## config.mk

```make
export PLATFORM = sky130hd
export DESIGN_NAME = alu_seq
export DESIGN_NICKNAME = d
export VERILOG_FILES = /design/src/rtl/alu_seq.sv
export SDC_FILE = /design/constraint.sdc
export NUM_CORES = 1
export LEC_CHECK = 0
export ABC_AREA = 1
export CAP_MARGIN = 20
export CELL_PAD_IN_SITES_DETAIL_PLACEMENT = 1
export CELL_PAD_IN_SITES_GLOBAL_PLACEMENT = 1
export CORE_ASPECT_RATIO = 0.9
export CORE_MARGIN = 4
export CORE_UTILIZATION = 39
export DETAILED_ROUTE_END_ITERATION = 10
export HOLD_SLACK_MARGIN = 0.1
export PLACE_DENSITY_LB_ADDON = 0.1
export RECOVER_POWER = 50
export SLEW_MARGIN = 25
export SYNTH_ARGS = -nofsm -noshare
export SYNTH_HDL_FRONTEND = slang
export SYNTH_SLANG_ARGS = --single-unit
```

## constraint.sdc

```tcl
create_clock -name clk -period 3.32 [get_ports clk]
set_input_delay 0.332 -clock clk [delete_from_list [all_inputs] [get_ports clk]]
set_output_delay 0.332 -clock clk [all_outputs]
set_load 0.02 [all_outputs]
```

## src/rtl/alu_seq.sv

```systemverilog
// Sequential WIDTH-generic ALU with a start/done handshake, a shift-add multiplier
// and a registered C/L/F/Z/N flag set.
module alu_seq #(
  parameter int WIDTH = 16
) (
  input  logic             clk,
  input  logic             reset,
  input  logic             start,
  input  logic [3:0]       aluControl,
  input  logic [WIDTH-1:0] a,
  input  logic [WIDTH-1:0] b,
  input  logic             flagEn,
  output logic             busy,
  output logic             done,
  output logic [WIDTH-1:0] result,
  output logic             Cout,
  output logic             Lout,
  output logic             Fout,
  output logic             Zout,
  output logic             Nout
);

  localparam int HALF = WIDTH / 2;
  localparam int CW   = $clog2(WIDTH + 1);
  localparam logic [CW-1:0]    CNT_LAST = CW'(WIDTH - 1);
  localparam logic [WIDTH-1:0] W_VAL    = WIDTH'(WIDTH);

  localparam logic [3:0] OP_NOP = 4'b0000;
  localparam logic [3:0] OP_SUB = 4'b0001;
  localparam logic [3:0] OP_CMP = 4'b0010;
  localparam logic [3:0] OP_AND = 4'b0011;
  localparam logic [3:0] OP_OR  = 4'b0100;
  localparam logic [3:0] OP_XOR = 4'b0101;
  localparam logic [3:0] OP_LUI = 4'b0110;
  localparam logic [3:0] OP_LSH = 4'b0111;
  localparam logic [3:0] OP_ADD = 4'b1000;
  localparam logic [3:0] OP_MUL = 4'b1001;

  typedef enum logic [0:0] {
    S_IDLE = 1'b0,
    S_MUL  = 1'b1
  } state_e;

  state_e               state_r, state_nxt_s;
  logic [WIDTH-1:0]     result_r, result_nxt_s;
  logic                 c_r, l_r, f_r, z_r, n_r;
  logic                 c_nxt_s, l_nxt_s, f_nxt_s, z_nxt_s, n_nxt_s;
  logic                 done_r, done_nxt_s;
  logic [2*WIDTH-1:0]   mcand_r, mcand_nxt_s;
  logic [2*WIDTH-1:0]   acc_r, acc_nxt_s, acc_step_s;
  logic [WIDTH-1:0]     mplier_r, mplier_nxt_s;
  logic [CW-1:0]        cnt_r, cnt_nxt_s;
  logic                 fen_r, fen_nxt_s;

  logic [WIDTH:0]       sum_s, diff_s;
  logic [WIDTH-1:0]     shamt_s, lsh_s, lui_s;
  logic [WIDTH-1:0]     op_res_s;
  logic                 op_wres_s, op_wflag_s;
  logic                 op_c_s, op_l_s, op_f_s, op_z_s, op_n_s;

  // Zero and sign flags derived from a written result.
  function automatic logic [1:0] zn_flags(input logic [WIDTH-1:0] v);
    return {(v == {WIDTH{1'b0}}), v[WIDTH-1]};
  endfunction

  assign busy   = (state_r == S_MUL);
  assign done   = done_r;
  assign result = result_r;
  assign Cout   = c_r;
  assign Lout   = l_r;
  assign Fout   = f_r;
  assign Zout   = z_r;
  assign Nout   = n_r;

  // Shared arithmetic and the signed-distance shifter.
  always_comb begin
    sum_s   = {1'b0, a} + {1'b0, b};
    diff_s  = {1'b0, b} - {1'b0, a};
    lui_s   = {a[HALF-1:0], b[HALF-1:0]};
    shamt_s = b[WIDTH-1] ? (~b + WIDTH'(1)) : b;
    if (shamt_s >= W_VAL) begin
      lsh_s = {WIDTH{1'b0}};
    end else if (b[WIDTH-1]) begin
      lsh_s = a >> shamt_s;
    end else begin
      lsh_s = a << shamt_s;
    end
  end

  // Single-cycle opcode decode: candidate result, flags and write enables.
  always_comb begin
    op_res_s   = result_r;
    op_wres_s  = 1'b1;
    op_wflag_s = 1'b1;
    op_c_s     = 1'b0;
    op_l_s     = 1'b0;
    op_f_s     = 1'b0;
    op_z_s     = 1'b0;
    op_n_s     = 1'b0;
    case (aluControl)
      OP_NOP: begin
        op_wres_s  = 1'b0;
        op_wflag_s = 1'b0;
      end
      OP_SUB: begin
        op_res_s = diff_s[WIDTH-1:0];
        op_c_s   = diff_s[WIDTH];
        op_f_s   = (b[WIDTH-1] ^ a[WIDTH-1]) & (diff_s[WIDTH-1] ^ b[WIDTH-1]);
        {op_z_s, op_n_s} = zn_flags(diff_s[WIDTH-1:0]);
      end
      OP_CMP: begin
        op_wres_s = 1'b0;
        op_l_s    = (b < a);
        op_n_s    = ($signed(b) < $signed(a));
        op_z_s    = (a == b);
      end
      OP_AND: begin
        op_res_s = a & b;
        {op_z_s, op_n_s} = zn_flags(a & b);
      end
      OP_OR: begin
        op_res_s = a | b;
        {op_z_s, op_n_s} = zn_flags(a | b);
      end
      OP_XOR: begin
        op_res_s = a ^ b;
        {op_z_s, op_n_s} = zn_flags(a ^ b);
      end
      OP_LUI: begin
        op_res_s   = lui_s;
        op_wflag_s = 1'b0;
      end
      OP_LSH: begin
        op_res_s = lsh_s;
        {op_z_s, op_n_s} = zn_flags(lsh_s);
      end
      OP_ADD: begin
        op_res_s = sum_s[WIDTH-1:0];
        op_c_s   = sum_s[WIDTH];
        op_f_s   = ~(a[WIDTH-1] ^ b[WIDTH-1]) & (sum_s[WIDTH-1] ^ a[WIDTH-1]);
        {op_z_s, op_n_s} = zn_flags(sum_s[WIDTH-1:0]);
      end
      default: begin
        // Reserved opcodes clear everything, including Z despite the zero result.
        op_res_s = {WIDTH{1'b0}};
      end
    endcase
  end

  assign acc_step_s = acc_r + (mplier_r[0] ? mcand_r : {(2*WIDTH){1'b0}});

  // Next-state, handshake and multiplier sequencing.
  always_comb begin
    state_nxt_s  = state_r;
    result_nxt_s = result_r;
    c_nxt_s      = c_r;
    l_nxt_s      = l_r;
    f_nxt_s      = f_r;
    z_nxt_s      = z_r;
    n_nxt_s      = n_r;
    done_nxt_s   = 1'b0;
    mcand_nxt_s  = mcand_r;
    mplier_nxt_s = mplier_r;
    acc_nxt_s    = acc_r;
    cnt_nxt_s    = cnt_r;
    fen_nxt_s    = fen_r;
    case (state_r)
      S_IDLE: begin
        if (start && (aluControl == OP_MUL)) begin
          state_nxt_s  = S_MUL;
          mcand_nxt_s  = {{WIDTH{1'b0}}, a};
          mplier_nxt_s = b;
          acc_nxt_s    = {(2*WIDTH){1'b0}};
          cnt_nxt_s    = {CW{1'b0}};
          fen_nxt_s    = flagEn;
        end else if (start) begin
          done_nxt_s = 1'b1;
          if (op_wres_s) begin
            result_nxt_s = op_res_s;
          end else begin
            result_nxt_s = result_r;
          end
          if (flagEn && op_wflag_s) begin
            c_nxt_s = op_c_s;
            l_nxt_s = op_l_s;
            f_nxt_s = op_f_s;
            z_nxt_s = op_z_s;
            n_nxt_s = op_n_s;
          end else begin
            c_nxt_s = c_r;
          end
        end else begin
          state_nxt_s = S_IDLE;
        end
      end
      S_MUL: begin
        acc_nxt_s    = acc_step_s;
        mcand_nxt_s  = {mcand_r[2*WIDTH-2:0], 1'b0};
        mplier_nxt_s = {1'b0, mplier_r[WIDTH-1:1]};
        cnt_nxt_s    = cnt_r + CW'(1);
        if (cnt_r == CNT_LAST) begin
          state_nxt_s  = S_IDLE;
          done_nxt_s   = 1'b1;
          result_nxt_s = acc_step_s[WIDTH-1:0];
          if (fen_r) begin
            c_nxt_s = |acc_step_s[2*WIDTH-1:WIDTH];
            f_nxt_s = |acc_step_s[2*WIDTH-1:WIDTH];
            l_nxt_s = 1'b0;
            {z_nxt_s, n_nxt_s} = zn_flags(acc_step_s[WIDTH-1:0]);
          end else begin
            c_nxt_s = c_r;
          end
        end else begin
          state_nxt_s = S_MUL;
        end
      end
      default: begin
        state_nxt_s = S_IDLE;
      end
    endcase
  end

  // State, result, flag and multiplier registers with synchronous reset.
  always_ff @(posedge clk) begin
    if (reset) begin
      state_r  <= S_IDLE;
      result_r <= {WIDTH{1'b0}};
      c_r      <= 1'b0;
      l_r      <= 1'b0;
      f_r      <= 1'b0;
      z_r      <= 1'b0;
      n_r      <= 1'b0;
      done_r   <= 1'b0;
      mcand_r  <= {(2*WIDTH){1'b0}};
      mplier_r <= {WIDTH{1'b0}};
      acc_r    <= {(2*WIDTH){1'b0}};
      cnt_r    <= {CW{1'b0}};
      fen_r    <= 1'b0;
    end else begin
      state_r  <= state_nxt_s;
      result_r <= result_nxt_s;
      c_r      <= c_nxt_s;
      l_r      <= l_nxt_s;
      f_r      <= f_nxt_s;
      z_r      <= z_nxt_s;
      n_r      <= n_nxt_s;
      done_r   <= done_nxt_s;
      mcand_r  <= mcand_nxt_s;
      mplier_r <= mplier_nxt_s;
      acc_r    <= acc_nxt_s;
      cnt_r    <= cnt_nxt_s;
      fen_r    <= fen_nxt_s;
    end
  end

endmodule

```

==> results.md <==
- Status: finished, violations left
- Violated checks: negative setup slack
- Final Cycle Share: 109.2%
- Synth Instances: 1741
- Sequential share of the synthesized area: roughly 20%
- Post-layout minimum cycle time: between 3 and 4 ns
- Required @ worst endpoint: about 3.6 ns
- Worst hold-check path type: in2reg
- MaxCap Viol Count: 0
- Placed Area: between 10000 and 15000 sq um
- Top_reg_cell synth: dfxtp_1
- Post-layout util: between 50 and 60%
- Slowest stage delay, CP: 0.41 ns
- Number of distinct library cells after synthesis: 52
- Number of DRC markers in iteration 0: 1479
- Area Growth Syn to Fin: 46.96%
- Worst IR drop on VDD: roughly 0.00027 V
- Final Hold Fails: 0
- Die W: 183.1 um
- Fin Hold WS: 0.4454 ns
- Arr. time, crit path: 3.89 ns
- Area of the core: 27100 sq um
- Die H: 165.6 um
- Setup WS post-layout: -0.3069 ns
- Post-synth EDFFs: 0
- Synth Net Count: 1867
- CTS Root Cell: clkbuf_16
- Cts bufs inserted: 9
- Static leakage: 7.310 nW
- CP max stage cell: dfxtp_4
- DR vias/cell: 5.994
- Vias in the first global route: 14430
- Placed cells: 2403
- Total power after layout: 4.157 mW
- Clk sinks: 109
- Max Clock Freq: 275.7 MHz
- Slew @ Worst Pin: approximately 0.80 ns
- Largest net degree at the start of global routing: between 60 and 70
- Nets: 2220
- Initial antenna violation count: 2
- WS Path Type: reg2reg
- I/O pins: 63
- Dpl hpwl: 42930 um
- GP Congestion: 1.124
- CP Buf/Inv Count: 6
- Fraction of registers with async set/reset: 0%
- Finished Layout Cells: 2453
- Worst rel slew slack: between 40% and 50%
- Antenna Cells: 0
- CP top delay family: simple AND/OR/NAND/NOR gates
- GRT overflow: 0
- Layout cells sized above 1: 31.68%
- Vias: 14700
- H-tree depth: 3
- Post-route cell area: about 16000 sq um
- Clock Latency Late Sink: 0.37 ns
- Yosys warnings: 0
- Worst-path maximum fanout: 12
- Power Dens Cells: 263.0 nW/um^2
- Critical Path End Type: flip-flop
- First-pass GRT wire length: 85680 um
- Synth Cell Area: 10760 sq um
- Pre-Repair DR Iteration Count: 6
- Avg WL per Cell: 25.21 um
- Unrepaired setup endpoints after global routing: yes
- Clk buf depth: 2
- Final setup viols: 5
- GRT Total Usage: 36.50%
- Crit start category: flip-flop
- Die ar.: 30310 sq um
- Rows: 57
- Clk slew on worst S/H paths: 0.08 ns
- Max Clock Skew: 0.01227 ns
- TritonCTS clock tree: done
- Buffers on Ports: just over 60
- Seq cells post-synth: between 100 and 150
- Mean Syn Cell Area: ~6 sq um
- # DRC: 0
- Slew Viols, Final: 0
- Final ANT Viol Nets: 0
- Initial Util: approximately two fifths
- Routed Wire Length: 61850 um
- Critical-path cell list: buf_8, buf_12, nand2_1, inv_1, ha_4, buf_4, a21oi_4, o21ai_0, a21oi_1, nand3_2, nand2_1, o211ai_1, buf_4, buf_4, xnor2_2, nand2_1, nor3_2, nand4_1, nand2_2, a21oi_2
## cells in the mapped netlist, types with 14 or more instances
cell	n	area share, %
nand3_1	161	7.5
buf_2	22	1.0
nor2_1	105	3.7
o21ai_0	70	3.3
dfxtp_1	109	20
nor3_1	21	0.98
nand4_1	33	1.9
nand2_1	489	17
ha_1	83	9.7
clkbuf_1	60	2.1
or2_2	14	0.81
a31oi_1	38	2.2
a22oi_1	14	0.98
xor2_1	45	3.7
inv_1	152	5.3
a21oi_1	162	7.5
## state kept, by name, indices dropped and copies added, names as in the netlist
name	count
acc_r	32
mcand_r	32
mplier_r	16
result	16
cnt_r	5
Cout	1
Fout	1
Lout	1
Nout	1
Zout	1
busy	1
done	1
fen_r	1
## cell families (layout without fill, tap and decap cells)
kind of cell | count (synthesis) | after routing | share of synthesized area, %
AND/OR/NAND/NOR | 872 | 875 | 35.69
AO/OA/AOI/OAI | 365 | 365 | 19.80
buffers and inverters | 254 | 609 | 9.538
flip-flops | 109 | 109 | 20.29
adder cells (fa/ha/maj) | 86 | 86 | 10.21
XOR/XNOR | 55 | 55 | 4.478
## worst register-to-register path, delay by kind of cell (launching register included)
kind / cells / cell delay [ns]
fa+ha+maj: 1 / 0.21
xor+xnor: 1 / 0.15
compound gates: 5 / 0.84
buf+inv: 6 / 0.87
simple gates: 7 / 1.03
flops: 1 / 0.41
## path summary, 6_finish.rpt
kind	startpoint	end	slack [ns]	cells past startpoint
max reg2reg	mplier_r[0]	Cout	-0.31	20
min reg2reg	mplier_r[9]	mplier_r[9]	0.47	2
max	mplier_r[0]	Cout	-0.31	20
min	reset	done	0.45	2
## repair_timing
item                       4_1_cts  5_1_grt
pin swaps                       36       95
setup buffers                   12       17
setup endpoints to repair       23       21
hold buffers                     0        0
gates resized for setup         79      232
cloned                           4        1
## through the flow
step,setup slack [ns],TNS (ns)
floorplan,0.05648,0
global placement,-0.7073,-9.281
detailed placement,-0.7629,-11.58
CTS,-0.1689,-0.3254
global route,-0.4119,-1.971
finish,-0.3069,-0.6608
## power by group
part           internal [mW]  total, mW  switching, mW
Sequential              1.33       1.36         0.0232
Clock                  0.596       1.18          0.582
Combinational          0.641       1.62          0.982
## layout by cell type (no fill, tap or decap), types with 14 or more instances in the layout
master	count
dfxtp_1	107
ha_4	15
inv_1	137
nand2_1	439
clkdlybuf4s50_1	43
a21oi_1	130
nor2_2	18
nand2_2	57
a22oi_1	14
nand3_2	33
a21oi_2	27
a31oi_1	34
ha_1	66
buf_4	342
xor2_1	42
nand3_1	132
inv_2	22
o21ai_0	54
nor2_1	91
nand4_1	33
## layer usage
| metal | wire [um] | vias up | share of wire (%) | global-route usage [%] |
|---|---|---|---|---|
| met5 | 13 | - | 0.021 | 0 |
| met4 | 2991 | 2 | 4.8 | 9.242 |
| met3 | 5850 | 234 | 9.5 | 7.008 |
| met2 | 27130 | 762 | 44 | 58.01 |
| met1 | 25870 | 7151 | 42 | 51.00 |
| li1 | - | 6555 | - | - |
## final cells by class
type,count,area [sq um]
tap,354,442.9
timing repair buffer,429,3571
sequential,109,2187
inverter,164,621.8
clock inverter,6,71.32
clock buffer,10,229.0
multi-input combinational,1381,8685
fill,3520,11290
No activity file was read; power rests on OpenSTA's default activity.
